### src/rtl/pc_result_serializer.sv
// rtl/pc_result_serializer.sv - PC start/done initiator and result word serializer
//
// Pulses start to the polynomial-check unit on request, waits for its done
// pulse, captures {v, beta, alpha} and streams the capture as 32-bit words,
// alpha word 0 first, over a valid/ready interface.
//
// Optional macro: PC_TIMEOUT_EN adds a bounded wait for PC done (TIMEOUT_CYCLES).
//
// Ports:
//   i_clk, i_rst          clock, synchronous active-high reset
//   i_start               request from sign controller (honoured only when idle)
//   o_busy                high whenever not idle
//   o_done                one-cycle pulse after the last word is accepted
//   o_timeout             one-cycle pulse when the PC wait expires
//   o_pc_start            one-cycle start pulse to the PC unit
//   i_pc_done             done pulse from the PC unit
//   i_alpha/i_beta/i_v    PC result vectors, 32*T bits each
//   o_data/o_data_valid   stream word and its valid
//   i_data_ready          downstream accepts the word

module pc_result_serializer #(
    parameter        FIELD          = "GF256",
    parameter        PARAMETER_SET  = "L1",
    parameter int    T              = (PARAMETER_SET == "L5") ? 4 : 3,
    parameter int    TIMEOUT_CYCLES = 200000
) (
    input  logic              i_clk,
    input  logic              i_rst,
    input  logic              i_start,
    output logic              o_busy,
    output logic              o_done,
    output logic              o_timeout,
    output logic              o_pc_start,
    input  logic              i_pc_done,
    input  logic [32*T-1:0]   i_alpha,
    input  logic [32*T-1:0]   i_beta,
    input  logic [32*T-1:0]   i_v,
    output logic [31:0]       o_data,
    output logic              o_data_valid,
    input  logic              i_data_ready
);

    localparam int NWORDS = 3 * T;
    localparam int CW     = $clog2(NWORDS) + 1;
    localparam logic [CW-1:0] LAST_IDX = CW'(NWORDS - 1);

    // Configuration sanity: the field selector has no datapath effect, but a
    // mistyped value should stop elaboration rather than pass silently.
    if ((FIELD != "GF256" && FIELD != "P251") || TIMEOUT_CYCLES < 1) begin : g_cfg_check
        $error("pc_result_serializer: bad FIELD or TIMEOUT_CYCLES");
    end

    typedef enum logic [2:0] {
        S_IDLE,
        S_REQ,
        S_WAIT,
        S_STREAM,
        S_FIN
    } state_t;

    state_t                 state_q, state_d;
    logic [CW-1:0]          idx_q, idx_d;
    logic [96*T-1:0]        cap_q, cap_d;
    logic                   tmo_hit;

`ifdef PC_TIMEOUT_EN
    localparam int TW = $clog2(TIMEOUT_CYCLES) + 1;
    localparam logic [TW-1:0] TMO_LAST = TW'(TIMEOUT_CYCLES - 1);

    logic [TW-1:0]          tmo_q, tmo_d;

    // A done arriving on the expiry edge takes precedence over the timeout.
    assign tmo_hit = (state_q == S_WAIT) && !i_pc_done && (tmo_q == TMO_LAST);

    // Counter restarts at zero on every entry to s_wait.
    always_comb begin
        tmo_d = '0;
        if (state_q == S_WAIT) begin
            tmo_d = tmo_q + 1'b1;
        end
    end

    always_ff @(posedge i_clk) begin
        if (i_rst) begin
            tmo_q <= '0;
        end else begin
            tmo_q <= tmo_d;
        end
    end
`else
    assign tmo_hit = 1'b0;
`endif

    always_comb begin
        state_d = state_q;
        idx_d   = idx_q;
        cap_d   = cap_q;
        case (state_q)
            S_IDLE: begin
                if (i_start) begin
                    state_d = S_REQ;
                end
            end
            S_REQ: begin
                state_d = S_WAIT;
            end
            S_WAIT: begin
                if (i_pc_done) begin
                    cap_d   = {i_v, i_beta, i_alpha};
                    idx_d   = '0;
                    state_d = S_STREAM;
                end else if (tmo_hit) begin
                    state_d = S_IDLE;
                end
            end
            S_STREAM: begin
                if (i_data_ready) begin
                    if (idx_q == LAST_IDX) begin
                        state_d = S_FIN;
                    end else begin
                        idx_d = idx_q + 1'b1;
                    end
                end
            end
            S_FIN: begin
                state_d = S_IDLE;
            end
            default: begin
                state_d = S_IDLE;
            end
        endcase
    end

    always_ff @(posedge i_clk) begin
        if (i_rst) begin
            state_q <= S_IDLE;
            idx_q   <= '0;
            cap_q   <= '0;
        end else begin
            state_q <= state_d;
            idx_q   <= idx_d;
            cap_q   <= cap_d;
        end
    end

    assign o_busy       = (state_q != S_IDLE);
    assign o_pc_start   = (state_q == S_REQ);
    assign o_done       = (state_q == S_FIN);
    assign o_timeout    = tmo_hit;
    assign o_data_valid = (state_q == S_STREAM);
    // Word is forced to zero outside streaming so idle/reset outputs are all 0.
    assign o_data       = o_data_valid ? cap_q[32*int'(idx_q) +: 32] : 32'h0;

endmodule

### config.mk
export PLATFORM = sky130hd
export DESIGN_NAME = pc_result_serializer
export DESIGN_NICKNAME = d
export VERILOG_FILES = /design/src/rtl/pc_result_serializer.sv
export SDC_FILE = /design/constraint.sdc
export NUM_CORES = 1
export LEC_CHECK = 0
export BUFFER_PORTS_ARGS = -buffer_cell sky130_fd_sc_hd__buf_2
export CORE_MARGIN = 10
export CORE_UTILIZATION = 50
export CTS_CLUSTER_DIAMETER = 40
export DETAILED_ROUTE_END_ITERATION = 10
export GPL_TIMING_DRIVEN = 0
export PLACE_DENSITY = 0.73
export SYNTH_ARGS = -nofsm -noshare
export SYNTH_HDL_FRONTEND = slang
export SYNTH_SLANG_ARGS = --single-unit
### constraint.sdc
create_clock -name i_clk -period 2 [get_ports i_clk]
set_clock_uncertainty 0.1 [all_clocks]
set_input_delay 0.3 -clock i_clk [delete_from_list [all_inputs] [get_ports i_clk]]
set_output_delay 0.3 -clock i_clk [all_outputs]
set_load 0.01 [all_outputs]
* Word-level counts from Yosys, hierarchy flattened *
Index checks and enable logic that the tools add are counted.

word-level totals
  RAM bits = 0
  logic and storage cells = 31
  ROM bits = 0
  latch bits = 0
  memories kept = 0
  bits in registers = 296
  output and inout bits = 37
  input bits = 293

cells by class
  reduce and logical (&&, ||, !) cells = 6
  div/mod/pow operators = 0
  multipliers = 0
  magnitude comparators = 0
  eq/ne operators = 10
  add/sub/neg operators = 1
  bitwise logic cells = 0
  multiplexer cells = 10
  shift operators = 1

operators by type and width
  operator             number
  $shiftx 288x11->32   1
  $mux 32              1
  $mux 5               3
  $mux 3               4
  $pmux 3 s4           1
  $pmux 5 s2           1
  $reduce_and 4->1     2
  $eq 3x2->1 const B   2
  $ne 2x2->1 const B   3
  $add 5x1->5 const B  1
  $eq 5x4->1 const B   1
  $ne 2x1->1 const B   2
  $eq 3x1->1 const B   1
  $eq 3x3->1 const B   1
  $logic_not 3->1      1
  $reduce_bool 3->1    1
  $reduce_and 2->1     1
  $reduce_bool 2->1    1

* Logic depth before layout (Yosys ltp) *
  depth after elaboration = 4
  mapped depth = 8
  mapped depth without buffers = 5

* Worst setup path before layout *
OpenSTA, ideal clock, no wires.

  kind = flip-flop to output port
  start point = register idx_q[1]
  end point = output o_data[21]
  arrival time = 1.533 ns
  cell stages (with the launch flop) = 7
  slack = 0.067 ns
  buffers on the path = 3
  data required time = 1.600 ns
  cell sequence = dfxtp_1 buf_6 and2_1 clkbuf_1 buf_2 a221o_1 a211oi_1

between the ends
  word-level cells in the longest chain between the ends = 2

RTL lines
  item                    RTL line  text
  from (decl)             62        logic [CW-1:0] idx_q, idx_d;
  from (signal assigned)  141       idx_q <= idx_d;
  $shiftx 288x11->32      152       assign o_data = o_data_valid ? cap_q[32*int'(idx_q) +: 32] : 32'h0;
  $mux 32                 152
  to (decl)               38        output logic [31:0] o_data,

Every way passes these cells.

* Worst setup path after layout *
  start point = register idx_q[0]
  end point = output o_data[18]

The elaborated chain is that of the path after synthesis.

==> results.json <==
{
  "stdcell_area_mm2": 0.02022,
  "grt_usage_pct": 33.07,
  "rows": 58,
  "synth_nets": 1874,
  "start_kind": "flip-flop",
  "dp_slack_ns": -0.5192,
  "cp.required_ns": 1.60,
  "cts_sinks": 296,
  "cts_tree": "built",
  "pwr_density_cell_mw_per_mm2": 775.2,
  "clk_latency_ns": 0.52,
  "power_mw": 15.68,
  "finalSetupViolCount": 33,
  "clk_pin_slew_ns": 0.05,
  "fmax_ghz": 0.3592,
  "die_h_um": 180.3,
  "violations": "negative setup slack",
  "ys_types": 37,
  "fin_crit_ns": 2.784,
  "grt_max_degree": 13,
  "hold_depth": 3,
  "outcome": "complete, but fails checks",
  "worst_slew_pin_slew_ns": 0.8524,
  "ios": 330,
  "antenna_found_initial": 19,
  "slew_headroom_pct": 43.17,
  "ys_seq_elements": 296,
  "place_area_mm2": 0.01490,
  "ys_warn_count": 0,
  "clockBufferDepth": 3,
  "drt_first_pass_iters": 6,
  "finalWorstSetupSlack_ns": -0.7842,
  "wire_per_inst_um": 21.71,
  "avgSynthCellArea_um2": 8.139,
  "die_w_um": 180.3,
  "core_area_mm2": 0.02525,
  "drt_wl_total_um": 57310,
  "endpoint_kind": "primary output",
  "nets": 2555,
  "cts-root-buf": "clkbuf_16",
  "htreeDepth": 2,
  "maxCapViolations": 0,
  "timing.final.hold_violations": 0,
  "total_leakage_power_nw": 7.590,
  "place.gp.congestion": 0.8626,
  "final_max_slew_viol_count": 0,
  "r2r_cells": 8,
  "via_per_inst": 5.787,
  "worst_ep_arrival_time_ns": 2.38,
  "drtIter0Drc": 1493,
  "io_buffers": 327,
  "grt_pass1_wl_um": 86290,
  "dpl.hpwl_um": 34630,
  "synth_area_leaders": "dfxtp_1, nand2_1, a21oi_1, mux4_2, mux2i_1",
  "yosys.area.top_type_share_pct": 46.11,
  "critical_path.max_fanout": 7,
  "fin_crit_sh_pct": 139.2,
  "reg2reg_to": "state_q[0]$_SDFFE_PP0P_",
  "min_path_type": "in -> reg",
  "hp-start": "i_data_ready",
  "synth_area_mm2": 0.01285,
  "r2r-start": "idx_q[0]$_SDFFE_PP0P_",
  "yosysSeqAreaShare_pct": 46.11,
  "rrSetupSlack_ns": 0,
  "ir_worst_vdd_mv": 0.9220,
  "rsz0062_at_grt": "true",
  "start_util_pct": 50.89,
  "vias": 15278,
  "first_global_vias": 15528,
  "area_growth_pct": 57.35,
  "mostFrequentLayoutCell": "nand2_1",
  "die_area_mm2": 0.03252,
  "tns_ns": -22.08,
  "cts_buffers": 41,
  "hold_end": "idx_q[0]$_SDFFE_PP0P_",
  "drc": 0,
  "drive_above_1_share_pct": 26.38,
  "syn_inst": 1579,
  "most-common-layout-cells": "nand2_1, buf_2, dfxtp_1",
  "yosysTopAreaCell": "dfxtp_1",
  "globalRouteOverflowTotal": 0,
  "drtAntennaViolNets": 0,
  "crit_type": "reg -> out"
}
-- report_power, final --
| group | internal (mW) | switching [mW] | leakage [nW] |
|---|---|---|---|
| sequential | 6.10 | 0.129 | 2.40 |
| clock | 4.96 | 2.76 | 0.712 |
| combinational | 0.880 | 0.848 | 4.48 |
-- routing by layer --
metal / vias to the layer above / GRT usage, % / wire (um)
met3: 303 / 7.831 / 5419
li1: 6780 / - / -
met5: - / 0 / 30
met4: 6 / 21.23 / 4004
met1: 7158 / 38.39 / 21150
met2: 1031 / 53.86 / 26710
-- through the flow --
| stage | std cells | util [%] | hold WS [ns] |
|---|---|---|---|
| floorplan | 1579 | - | 0.3331 |
| global placement | 2236 | 59.00 | 0.3384 |
| detailed placement | 2236 | 59.00 | 0.3433 |
| CTS | 2614 | 79.13 | 0.003278 |
| global route | 2638 | 80.05 | 0.03088 |
| finish | 2640 | 80.07 | 0.02447 |
-- what timing repair did --
| action | CTS | global route |
|---|---|---|
| hold buffers | 288 | 0 |
| cloned | 8 | 1 |
| setup buffers | 11 | 5 |
| endpoints found under the hold margin | 288 | 0 |
| endpoints found under the setup margin | 136 | 149 |
| gates resized for setup | 122 | 57 |
| pin swaps | 29 | 7 |
-- critical path, cell delays in order, from the launching register on --
cell	delay, ns
dfxtp_4	0.37
buf_12	0.15
buf_12	0.15
buf_12	0.13
mux2i_1	0.11
a221o_1	0.40
a211oi_2	0.34
buf_2	0.21
-- state kept, by name, summed over array words and instances, names as in the netlist --
| signal | count |
|---|---|
| state_q | 3 |
| idx_q | 5 |
| cap_q | 288 |
-- cell usage after synthesis --
cell and number:
a211oi_1 64, a21oi_1 290, a221o_1 32, a31oi_1 3, and2_1 1, and4bb_2 1, buf_1 9, buf_12 1
buf_2 42, buf_4 8, buf_6 5, clkbuf_1 76, conb_1 1, dfxtp_1 296, ha_1 2, inv_1 5
mux2i_1 67, mux4_2 32, nand2_1 609, nand2b_1 2, nand3_1 3, nand3b_1 3, nand4_1 1, nand4bb_1 3
nor2_1 4, nor2b_1 5, nor3_1 2, nor3b_1 1, nor4b_2 1, nor4bb_1 1, o21a_1 1, o22ai_1 1
o2bb2ai_1 1, o311ai_0 2, o31ai_1 1, or2_2 1, or3_1 2
-- layout make-up --
cell class | count | area, um^2
antenna | 20 | 50.05
buffer | 139 | 860.8
clock buffer | 51 | 1176
clock inverter | 22 | 291.5
fill | 1556 | 5034
inverter | 5 | 18.77
multi-input combinational | 1137 | 6559
sequential | 296 | 5932
tap | 330 | 412.9
timing repair buffer | 640 | 4920
-- how the worst max path moves through the flow --
stage,startpoint,endpoint,depth (start not counted)
detailed placement,idx_q[2]$_SDFFE_PP0P_,o_data[18],5
global route,idx_q[0]$_SDFFE_PP0P_,o_data[7],8
finish,idx_q[0]$_SDFFE_PP0P_,o_data[18],7
floorplan,idx_q[1]$_SDFFE_PP0P_,o_data[21],6
CTS,idx_q[0]$_SDFFE_PP0P_,o_data[15],7
global placement,idx_q[1]$_SDFFE_PP0P_,o_data[15],7
-- cells by family (layout without fill, tap and decap cells) --
logic type / count (synthesis) / in the layout / share of synthesized area [%]
buf+inv: 146 / 857 / 5.326
compound gates: 395 / 395 / 18.04
simple gates: 640 / 640 / 19.47
mux: 99 / 99 / 10.83
other cells: 1 / 21 / 0.02918
fa+ha+maj: 2 / 2 / 0.1947
flops: 296 / 296 / 46.11
Note: power is estimated with default switching activity, not from simulation.
